**config.mk**
```make
export PLATFORM = sky130hd
export DESIGN_NAME = l2_wr_ctrl
export DESIGN_NICKNAME = d
export VERILOG_FILES = /design/src/rtl/l2_wr_pkg.sv /design/src/rtl/l2_wr_fifo2.sv /design/src/rtl/l2_wr_ctrl.sv
export SDC_FILE = /design/constraint.sdc
export NUM_CORES = 1
export LEC_CHECK = 0
export BUFFER_PORTS_ARGS = -buffer_cell sky130_fd_sc_hd__buf_2
export CAP_MARGIN = 20
export CORE_MARGIN = 8
export CORE_UTILIZATION = 35
export DETAILED_ROUTE_END_ITERATION = 10
export MAX_ROUTING_LAYER = met4
export SETUP_SLACK_MARGIN = 0.5
export SYNTH_ARGS = -nofsm -noshare
export SYNTH_HDL_FRONTEND = slang
export SYNTH_HIERARCHICAL = 1
export SYNTH_SLANG_ARGS = --single-unit
```
**constraint.sdc**
```tcl
create_clock -name clk -period 10.1 [get_ports clk]
set_input_delay 2.02 -clock clk [delete_from_list [all_inputs] [get_ports clk]]
set_output_delay 2.02 -clock clk [all_outputs]
set_load 0.005 [all_outputs]
```
**src/rtl/l2_wr_pkg.sv**
```systemverilog
// Shared types and constants for the L2 write controller.
package l2_wr_pkg;

  localparam int L2_ADDR_W = 13;

  typedef enum logic [1:0] {
    ST_IDLE = 2'd0,
    ST_INIT = 2'd1,
    ST_RUN  = 2'd2,
    ST_DONE = 2'd3
  } state_e;

endpackage

```
**src/rtl/l2_wr_fifo2.sv**
```systemverilog
// Two-entry FIFO decoupling NoC beat arrival from L2 write grants.
module l2_wr_fifo2 #(
  parameter int DATA_W = 128
) (
  input  logic              clk,
  input  logic              rst_n,
  input  logic              push,
  input  logic              pop,
  input  logic [DATA_W-1:0] wdata,
  output logic [DATA_W-1:0] rdata,
  output logic              full,
  output logic              empty
);

  logic [DATA_W-1:0] mem [2];
  logic              wr_ptr;
  logic              rd_ptr;
  logic [1:0]        count;
  logic              push_ok;
  logic              pop_ok;

  assign full    = (count == 2'd2);
  assign empty   = (count == 2'd0);
  assign push_ok = push & ~full;
  assign pop_ok  = pop & ~empty;
  assign rdata   = mem[rd_ptr];

  // NOTE: the storage array is deliberately not reset; count alone decides which entries are valid.
  always_ff @(posedge clk) begin
    if (push_ok) mem[wr_ptr] <= wdata;
  end

  always_ff @(posedge clk or negedge rst_n) begin
    if (!rst_n) begin
      wr_ptr <= 1'b0;
      rd_ptr <= 1'b0;
      count  <= 2'd0;
    end else begin
      if (push_ok) wr_ptr <= ~wr_ptr;
      if (pop_ok)  rd_ptr <= ~rd_ptr;
      case ({push_ok, pop_ok})
        2'b10:   count <= count + 2'd1;
        2'b01:   count <= count - 2'd1;
        default: count <= count;
      endcase
    end
  end

endmodule

```
**src/rtl/l2_wr_ctrl.sv**
```systemverilog
// Moves a commanded number of NoC beats into L2, stepping an external address unit per write.
module l2_wr_ctrl
  import l2_wr_pkg::*;
#(
  parameter int DATA_W = 128,
  parameter int CNT_W  = 16
) (
  input  logic                 clk,
  input  logic                 rst_n,
  input  logic                 cmd_valid,
  output logic                 cmd_ready,
  input  logic [CNT_W-1:0]     cmd_beats,
  input  logic                 noc_in_valid,
  output logic                 noc_in_ready,
  input  logic [DATA_W-1:0]    noc_in_data,
  output logic                 addr_mu_initial_en,
  output logic                 addr_mu_valid,
  input  logic [L2_ADDR_W-1:0] addr_mu_addr,
  output logic                 l2_cs,
  output logic                 l2_we,
  output logic [L2_ADDR_W-1:0] l2_addr,
  output logic [DATA_W-1:0]    l2_wdata,
  input  logic                 l2_gnt,
  output logic                 busy,
  output logic                 done
);

  state_e            state_q;
  state_e            state_d;
  logic [CNT_W-1:0]  beats_q;
  logic [CNT_W-1:0]  acc_cnt_q;
  logic [CNT_W-1:0]  wr_cnt_q;
  logic              fifo_full;
  logic              fifo_empty;
  logic [DATA_W-1:0] fifo_head;
  logic              cmd_fire;
  logic              push;
  logic              wr_fire;
  logic              last_wr;

  assign cmd_ready          = (state_q == ST_IDLE);
  assign busy               = ~cmd_ready;
  assign done               = (state_q == ST_DONE);
  assign addr_mu_initial_en = (state_q == ST_INIT);
  assign cmd_fire           = cmd_valid & cmd_ready;

  // Registered full only, so a pop in the same cycle never opens room for a push.
  assign noc_in_ready = ((state_q == ST_INIT) || (state_q == ST_RUN))
                        && !fifo_full && (acc_cnt_q < beats_q);
  assign push         = noc_in_valid & noc_in_ready;

  // Address and head stay put during a stall: no pop, no address advance.
  assign l2_cs         = (state_q == ST_RUN) && !fifo_empty;
  assign l2_we         = l2_cs;
  assign l2_addr       = l2_cs ? addr_mu_addr : '0;
  assign l2_wdata      = l2_cs ? fifo_head : '0;
  assign wr_fire       = l2_cs & l2_gnt;
  assign addr_mu_valid = wr_fire;
  assign last_wr       = wr_fire && (wr_cnt_q == beats_q - CNT_W'(1));

  l2_wr_fifo2 #(.DATA_W(DATA_W)) u_fifo (
    .clk   (clk),
    .rst_n (rst_n),
    .push  (push),
    .pop   (wr_fire),
    .wdata (noc_in_data),
    .rdata (fifo_head),
    .full  (fifo_full),
    .empty (fifo_empty)
  );

  // NOTE: state_d gets a default before the case so no path leaves it unassigned (no latch).
  always_comb begin
    state_d = state_q;
    case (state_q)
      ST_IDLE: if (cmd_fire) state_d = (cmd_beats == '0) ? ST_DONE : ST_INIT;
      ST_INIT: state_d = ST_RUN;
      ST_RUN:  if (last_wr) state_d = ST_DONE;
      ST_DONE: state_d = ST_IDLE;
      default: state_d = ST_IDLE;
    endcase
  end

  // NOTE: sequential state uses non-blocking assignments so every register samples pre-edge values.
  always_ff @(posedge clk or negedge rst_n) begin
    if (!rst_n) begin
      state_q   <= ST_IDLE;
      beats_q   <= '0;
      acc_cnt_q <= '0;
      wr_cnt_q  <= '0;
    end else begin
      state_q <= state_d;
      if (cmd_fire) begin
        beats_q   <= cmd_beats;
        acc_cnt_q <= '0;
        wr_cnt_q  <= '0;
      end else begin
        if (push)    acc_cnt_q <= acc_cnt_q + CNT_W'(1);
        if (wr_fire) wr_cnt_q  <= wr_cnt_q + CNT_W'(1);
      end
    end
  end

endmodule

```
==> results.toml, run 1 <==
[run_status]
outcome = "finished clean"

[power_and_ir_drop]
seqPwrFrac_pct = 41.0
power_switching_w = 0.00150
p_leak_nw = 6.89
pwr-share-clk_pct = 26.4
p_per_area_nw_per_um2 = 272
switching_share_pct = 32.3
comb_power_share_pct = 32.5
power.internal_w = 0.00313
vdd_drop_max_uv = 139

[cts]
cts_tree = "built"
cts.sinks = 310
htree_levels = 2
holdBufCountCts = 0
cts-resized-gates = 0
cts_made_buffers = 36
cts_setup_buffers = 0
cts_root_buf = "clkbuf_16"
worstSkewPairLatency_ns = 0.54
path_clk_slew_ns = 0.05
clockBufferDepth = 3

[setup_path]
worstSetupPathType = "reg -> out"
r2r_slack_ns = 5.57
rr_endpoint = "u_fifo/mem[0][11]"
r2r_start = "beats_q[5]"
cp.arrival_ns = 3.24
start_kind = "register"
end_kind = "output pin"
ff2ff_path_depth = 12
crit_fanout = 70
required_ns = 8.08

[yosys]
avgSynthCellArea_um2 = 14.4
ys_seq_area_share_pct = 65.5
syn_area_um2 = 13800
synth_edf_count = 256
synth_cell_types = 51
synthArstFlopShare_pct = 17.4
ys_seq_elements = 310
syn_nets = 1140
ys.flop_type = "edfxtp_1"
syn_inst = 955
yosys_warnings = 6

[timing]
tightestPinTransition_ns = 0.995
grt_setup_unrepaired = "no"
clock.fmax_mhz = 190
slew_headroom_pct = 33.7
fin_ws_ns = 4.84
finalSetupTns_ns = 0
slew_viol_final = 0
finalCritPeriodShare_pct = 52.1
fin_crit_ns = 5.26
fin_skew_ns = 0.0164
finalSetupViolations = 0
finalHoldViolations = 0

[floorplan]
die_h_um = 215
coreArea_um2 = 38800
rows = 72
initial_utilization_pct = 35.5
die_w_um = 215
fp.dieArea_um2 = 46000
ios = 311

[place]
globalplace.congestion = 0.872
post-place-ws_ns = 4.94
dp_hpwl_um = 23300
port-buffer-count = 310

[grt]
grt_pass1_wl_um = 53200
grt.overflow.total = 0
grt_pass1_vias = 9174
grt_usage_pct = 15.1
grt_max_degree = 121
antenna_found_initial = 6

[routing]
drt-initial-drc-count = 344
dr.pass1.iters = 5
via_per_inst = 4.80
wl_per_cell_um = 18.9
drc = 0
drtAntennaViolNets = 0
totalWireLength_um = 34400
vias = 8753

[final_layout]
drive_gt1_share_pct = 39.7
final_nets = 1456
area_growth_pct = 23.1
final_cell_mix = "310 x buf_2, 256 x edfxtp_1, 143 x and2_1"
final_common_cell = "buf_2"

[flow_run]
max_cap_viol_count = 0

[min_path]
hold_class = "reg -> reg"
holdCritStartpoint = "u_fifo/count[1]"
hold_depth = 1
hold-path-endpoint = "u_fifo/count[1]"
## cells in the mapped netlist (2+ instances only)
master / number / area share, %
clkbuf_1: 26 / 0.71
ha_1: 23 / 2.1
a21oi_1: 18 / 0.65
or3_1: 14 / 0.63
o21ai_0: 32 / 1.2
nor4_1: 6 / 0.27
mux2i_1: 2 / 0.15
nor2b_1: 2 / 0.091
inv_1: 29 / 0.79
a31oi_1: 3 / 0.14
o31ai_1: 4 / 0.22
a21o_1: 9 / 0.49
nor2_1: 24 / 0.65
nand2b_1: 6 / 0.27
nand2_1: 39 / 1.1
buf_6: 14 / 1.1
or4_1: 6 / 0.33
o21a_1: 4 / 0.22
dfrtp_1: 54 / 9.8
and2_1: 144 / 6.5
a211oi_1: 3 / 0.16
a211oi_4: 2 / 0.29
nand3_1: 10 / 0.36
nand4_1: 10 / 0.45
nor3_1: 9 / 0.33
mux2_2: 129 / 11
and3_1: 12 / 0.54
edfxtp_1: 256 / 56
o211ai_1: 4 / 0.22
xor2_1: 19 / 1.2
xnor2_1: 19 / 1.2
o22ai_1: 2 / 0.091
and4_1: 3 / 0.19
## per-layer routing
layer	wire length (um)	vias up	global-route usage, %
li1	-	4142	-
met5	0	-	-
met4	852	0	5.48
met2	16600	285	24.3
met1	14800	4271	18.2
met3	2130	55	3.74
## area by class of cell
type / count / area, um2
timing repair buffer: 320 / 1660
antenna: 8 / 20.0
clock inverter: 19 / 164
sequential: 310 / 9040
clock buffer: 45 / 945
fill: 3560 / 21800
tap: 518 / 648
multi-input combinational: 574 / 4400
inverter: 29 / 109
## how the worst max path moves through the flow
stage	from	endpoint	slack, ns	cells after the start
global route	u_fifo/rd_ptr	l2_wdata[102]	4.65	4
finish	u_fifo/rd_ptr	l2_wdata[37]	4.84	4
detailed placement	noc_in_valid	u_fifo/mem[0][55]	4.94	9
global placement	noc_in_valid	u_fifo/mem[0][55]	4.96	9
CTS	state_q[0]	addr_mu_valid	4.51	7
floorplan	noc_in_valid	u_fifo/mem[0][0]	1.33	7
## worst max-delay path, cell delays in order (launching register included)
cell     delay (ns)
dfrtp_4        1.03
buf_4          0.89
mux2_2         0.41
and2_1         0.16
buf_2          0.13
## flip-flops by register name, summed over array words and instances, names as in the netlist
signal and count:
u_fifo/mem 256, acc_cnt_q 16, state_q 2, beats_q 16, u_fifo/count 2, u_fifo/rd_ptr 1
wr_cnt_q 16, u_fifo/wr_ptr 1
## power by group through the flow
stage	combinational, W	sequential [W]	clock, W
after global placement	0.00151	0.00191	0
after detailed placement	0.00152	0.00193	0
after CTS	0.00153	0.00190	0.00127
after global routing	0.00167	0.00194	0.00131
after floorplan	0.00105	0.00188	0
final	0.00151	0.00190	0.00122
## kinds of logic after synthesis
logic type / count (synthesis) / synth area share (%)
AOI/OAI and AO/OA: 91 / 4.35
xor gates and xnor gates: 38 / 2.41
adders and majority gates: 23 / 2.09
buffers and inverters: 71 / 2.73
DFF: 310 / 65.5
muxes: 131 / 10.7
and+or+nand+nor: 291 / 12.2
## through the flow
step           hold slack (ns)  util, %  area, um2  power [W]  std cells
2_1_floorplan            0.461        -      13800    0.00293        955
3_3_place_gp             0.489     40.7      15800    0.00343       1749
3_5_place_dp             0.514     40.7      15800    0.00345       1749
4_1_cts                  0.522     43.6      16900    0.00470       1813
5_1_grt                  0.536     43.7      17000    0.00492       1821
6_report                 0.509     43.8      17000    0.00463       1823
Power figures use the tool's default switching activity.
==> run 2: changes to the inputs <==
Clock period 10.1 ns to 4.5 ns, I/O delays scaled along.
==> results.toml, run 2 (same netlist as run 1, synthesis figures left out) <==
[flow_run]
max_cap_viol_count = 0

[setup_path]
cpMostUsedCell = "a21o_1"
worstSetupPathType = "reg -> out"
end_kind = "output pin"
cp_top_family = "compound AO/OA/AOI/OAI gates"
startpoint = "acc_cnt_q[5]"
crit_end = "noc_in_ready"
rr_endpoint = "u_fifo/mem[0][122]"
worst-path-buf-inv = 1
critPathSlowestCell = "dfrtp_1"
start_kind = "register"
worst-path-stages = 8
crit_chain = "ha_4 > a21o_1 > a21o_1 > a21o_4 > o211ai_1 > nor2_1 > a211oi_1 > buf_2"
ff2ff_path_depth = 11
crit_fanout = 8
r2r_start = "acc_cnt_q[5]"
slowest_delay_ns = 0.55
cp.arrival_ns = 2.75
r2r_slack_ns = 1.14
required_ns = 3.60

[final_layout]
drive_gt1_share_pct = 40.1
final_common_cell = "buf_2"
utilization_pct = 44.3
final_nets = 1462
largest_reg_flops = 256
final_cell_mix = "310 x buf_2, 256 x edfxtp_1, 143 x and2_1"
top_register = "u_fifo/mem"
area_growth_pct = 24.7

[grt]
grt.overflow.total = 0
grt_pass1_vias = 9051
grt_usage_pct = 15.0
grt_use_met1_pct = 18.0
grtUsageMet3_pct = 3.53
busiest_layer = "met2"
grt_pass1_wl_um = 52900
antenna_found_initial = 5
grt_max_degree = 80
grt_use_met2_pct = 24.5

[cts]
cts.sinks = 310
cts_made_buffers = 36
htree_levels = 2
holdBufCountCts = 0
cts_root_buf = "clkbuf_16"
cts-resized-gates = 0
worstSkewPairLatency_ns = 0.55
clockBufferDepth = 3
cts_setup_buffers = 0
path_clk_slew_ns = 0.05
cts_tree = "built"

[timing]
finalSetupTns_ns = 0
finalHoldViolations = 0
slew_viol_final = 0
clock.fmax_mhz = 274
grt_setup_unrepaired = "no"
finalCritPeriodShare_pct = 81.0
slew_headroom_pct = 40.6
fin_crit_ns = 3.65
fin_skew_ns = 0.0152
finalSetupViolations = 0
tightestPinTransition_ns = 0.891

[floorplan]
initial_utilization_pct = 35.5
die_h_um = 215
coreArea_um2 = 38800
die_w_um = 215
ios = 311
rows = 72
fp.dieArea_um2 = 46000

[power_and_ir_drop]
vdd_drop_max_uv = 350
p_leak_nw = 6.99
total_power_w = 0.0106
p_per_area_nw_per_um2 = 618

[routing]
via_per_inst = 4.79
wl_per_cell_um = 18.8
drc = 0
drtAntennaViolNets = 0
totalWireLength_um = 34300
drt-initial-drc-count = 388
vias = 8749
dr.pass1.iters = 4

[min_path]
hold_class = "in -> async"

[place]
dp_hpwl_um = 24300
globalplace.congestion = 0.803
port-buffer-count = 310

[run_status]
outcome = "finished clean"
-- run 2: changes by cell type in the layout (fill, tap and decap cells not counted), moves of 2 or more --
cell / before / now
inv_1: 29 / 27
clkinv_1: 3 / 7
inv_4: 0 / 2
diode_2: 8 / 6
bufinv_16: 1 / 4
buf_12: 1 / 9
clkinvlp_4: 4 / 0
-- run 2: area by class of cell --
type	instances	area (um2)
Antenna cell	6	15.0
Clock buffer	45	945
Clock inverter	20	225
Fill cell	3563	21600
Inverter	29	114
Multi-Input combinational cell	574	4430
Sequential cell	310	9040
Tap cell	518	648
Timing Repair Buffer	326	1780
-- run 2: routing by layer --
layer	up-vias	wire length [um]	share of wire, %
met5	-	0	0
met4	0	769	2.2
met3	45	1830	5.3
met2	255	16900	49
met1	4306	14800	43
li1	4143	-	-
-- run 2: worst min path at each step --
stage,startpoint,slack [ns],endpoint
after floorplan,u_fifo/count[1],0.46,u_fifo/count[1]
after global placement,u_fifo/count[1],0.48,u_fifo/count[1]
after detailed placement,u_fifo/count[1],0.50,u_fifo/count[1]
after CTS,rst_n,0.25,acc_cnt_q[15]
after global routing,rst_n,0.28,acc_cnt_q[15]
final,rst_n,0.29,acc_cnt_q[15]
-- run 2: power by group --
| part | internal, W | switching (W) | leakage, nW | total [W] |
|---|---|---|---|---|
| sequential | 0.00387 | 0.000365 | 3.05 | 0.00424 |
| combinational | 0.00166 | 0.00184 | 3.37 | 0.00350 |
| clock | 0.00173 | 0.00116 | 0.573 | 0.00289 |
-- run 2: through the flow --
stage | hold WS, ns | cells | setup slack, ns | cell area (um2)
after floorplan | 0.464 | 955 | 0.155 | 13900
after global placement | 0.483 | 1756 | 1.14 | 16000
after detailed placement | 0.498 | 1756 | 1.09 | 16000
after CTS | 0.255 | 1821 | 0.792 | 17200
after global routing | 0.277 | 1827 | 0.675 | 17200
final | 0.289 | 1828 | 0.854 | 17200
==> run 3: changes to the inputs <==
Clock period 4.5 ns to 3.05 ns, I/O delays scaled along.
==> results.toml, run 3 (same netlist as run 1, synthesis figures left out) <==
[floorplan]
die_w_um = 215
fp.dieArea_um2 = 46000
initial_utilization_pct = 35.5
die_h_um = 215
ios = 311
rows = 72
coreArea_um2 = 38800

[timing]
fin_crit_ns = 3.13
grt_setup_unrepaired = "yes"
tightestPinTransition_ns = 0.691
slew_headroom_pct = 53.5
finalHoldViolations = 0
finalSetupViolations = 119
slew_viol_final = 0
fin_skew_ns = 0.0167
fin_ws_ns = -0.0842
hold_ws_ns = 0.247
finalCritPeriodShare_pct = 103
clock.fmax_mhz = 319

[setup_path]
start_kind = "register"
crit_fanout = 2
end_kind = "output pin"
startpoint = "beats_q[5]"
required_ns = 2.44
r2r_start = "beats_q[5]"
cp.arrival_ns = 2.52
worstSetupPathType = "reg -> out"

[grt]
grt_usage_pct = 18.2
grt_pass1_vias = 10000
grt_pass1_wl_um = 62300
grt_max_degree = 60
antenna_found_initial = 6
grt.overflow.total = 0

[place]
port-buffer-count = 310
place_area_um2 = 16200
globalplace.congestion = 0.862
dp_hpwl_um = 25300
post-place-ws_ns = 0.231

[final_layout]
multi_input_area_um2 = 4610
utilization_pct = 51.5
final_nets = 1587
fin_area_um2 = 20000
fill_cells = 3288
drive_gt1_share_pct = 49.9
top_register = "u_fifo/mem"
largest_reg_flops = 256
area_growth_pct = 44.9
seq_area_um2 = 9040
final_cell_mix = "257 x buf_2, 256 x edfxtp_1, 127 x mux2_2"
final_common_cell = "buf_2"

[cts]
cts_tree = "built"
path_clk_slew_ns = 0.06
htree_levels = 2
clockBufferDepth = 3
cts_made_buffers = 36
cts.sinks = 310
worstSkewPairLatency_ns = 0.55
cts_root_buf = "clkbuf_16"

[routing]
totalWireLength_um = 42500
dr.pass1.iters = 4
via_per_inst = 4.89
vias = 9562
drt-initial-drc-count = 529
drtAntennaViolNets = 0
wl_per_cell_um = 21.8
drc = 0

[min_path]
hold_class = "in -> reg"
holdCritStartpoint = "noc_in_data[54]"

[power_and_ir_drop]
vdd_drop_max_uv = 384
p_per_area_nw_per_um2 = 989
p_leak_nw = 8.19

[run_status]
violations = "setup timing"
outcome = "complete, but fails checks"

[flow_run]
max_cap_viol_count = 0
[run 3: per-stage QoR]
stage          TNS, ns  cells  power, W
2_1_floorplan  -289.27    955   0.00966
3_3_place_gp         0   1771    0.0118
3_5_place_dp         0   1771    0.0118
4_1_cts        -0.0703   1923    0.0195
5_1_grt         -24.74   1954    0.0208
6_report         -3.63   1955    0.0198
[run 3: layout make-up]
cell class / count / area share [%]
antenna: 7 / 0.0876
sequential: 310 / 45.3
timing repair buffer: 451 / 22.2
inverter: 29 / 0.570
tap: 518 / 3.24
clock buffer: 44 / 4.81
clock inverter: 22 / 0.814
multi-input combinational: 574 / 23.0
[run 3: final timing paths]
path / endpoint / cells past startpoint / slack (ns)
worst max-delay path: noc_in_ready / 10 / -0.08
worst min-delay path: u_fifo/mem[0][54] / 1 / 0.25
worst max register to register: u_fifo/mem[0][113] / 19 / -0.08
worst min register to register: u_fifo/count[1] / 1 / 0.50
max in group asynchronous: u_fifo/rd_ptr / 3 / 1.91
min in group asynchronous: acc_cnt_q[5] / 2 / 0.50
[run 3: repair_timing]
action | in CTS | in global routing
gates cloned | 32 | 15
setup buffers | 53 | 10
gates resized for setup | 213 | 8
setup endpoints to repair | 401 | 422
pin swaps | 55 | 1
hold buffers | 1 | 0
endpoints found under the hold margin | 12 | 0
[run 3: critical path: stages (launching register included)]
cell	delay (ns)
dfrtp_2	0.42
inv_4	0.07
ha_4	0.19
a21o_1	0.17
a21o_1	0.15
a21o_4	0.21
o211ai_1	0.23
buf_4	0.17
nor2_2	0.03
a211oi_2	0.17
buf_2	0.16
[run 3: power breakdown]
part	switching, W	leakage (nW)	total, W	internal [W]
Clock	0.00174	0.551	0.00410	0.00235
Sequential	0.000365	3.04	0.00608	0.00572
Combinational	0.00410	4.59	0.00959	0.00549
Total	0.00621	8.19	0.0198	0.0136
[run 3: routing by layer]
layer,vias to the layer above,GRT usage (%),wire (um)
met3,58,4.33,2460
met4,0,5.14,945
met1,4746,22.5,18400
met5,-,-,0
li1,4426,-,-
met2,332,29.5,20700
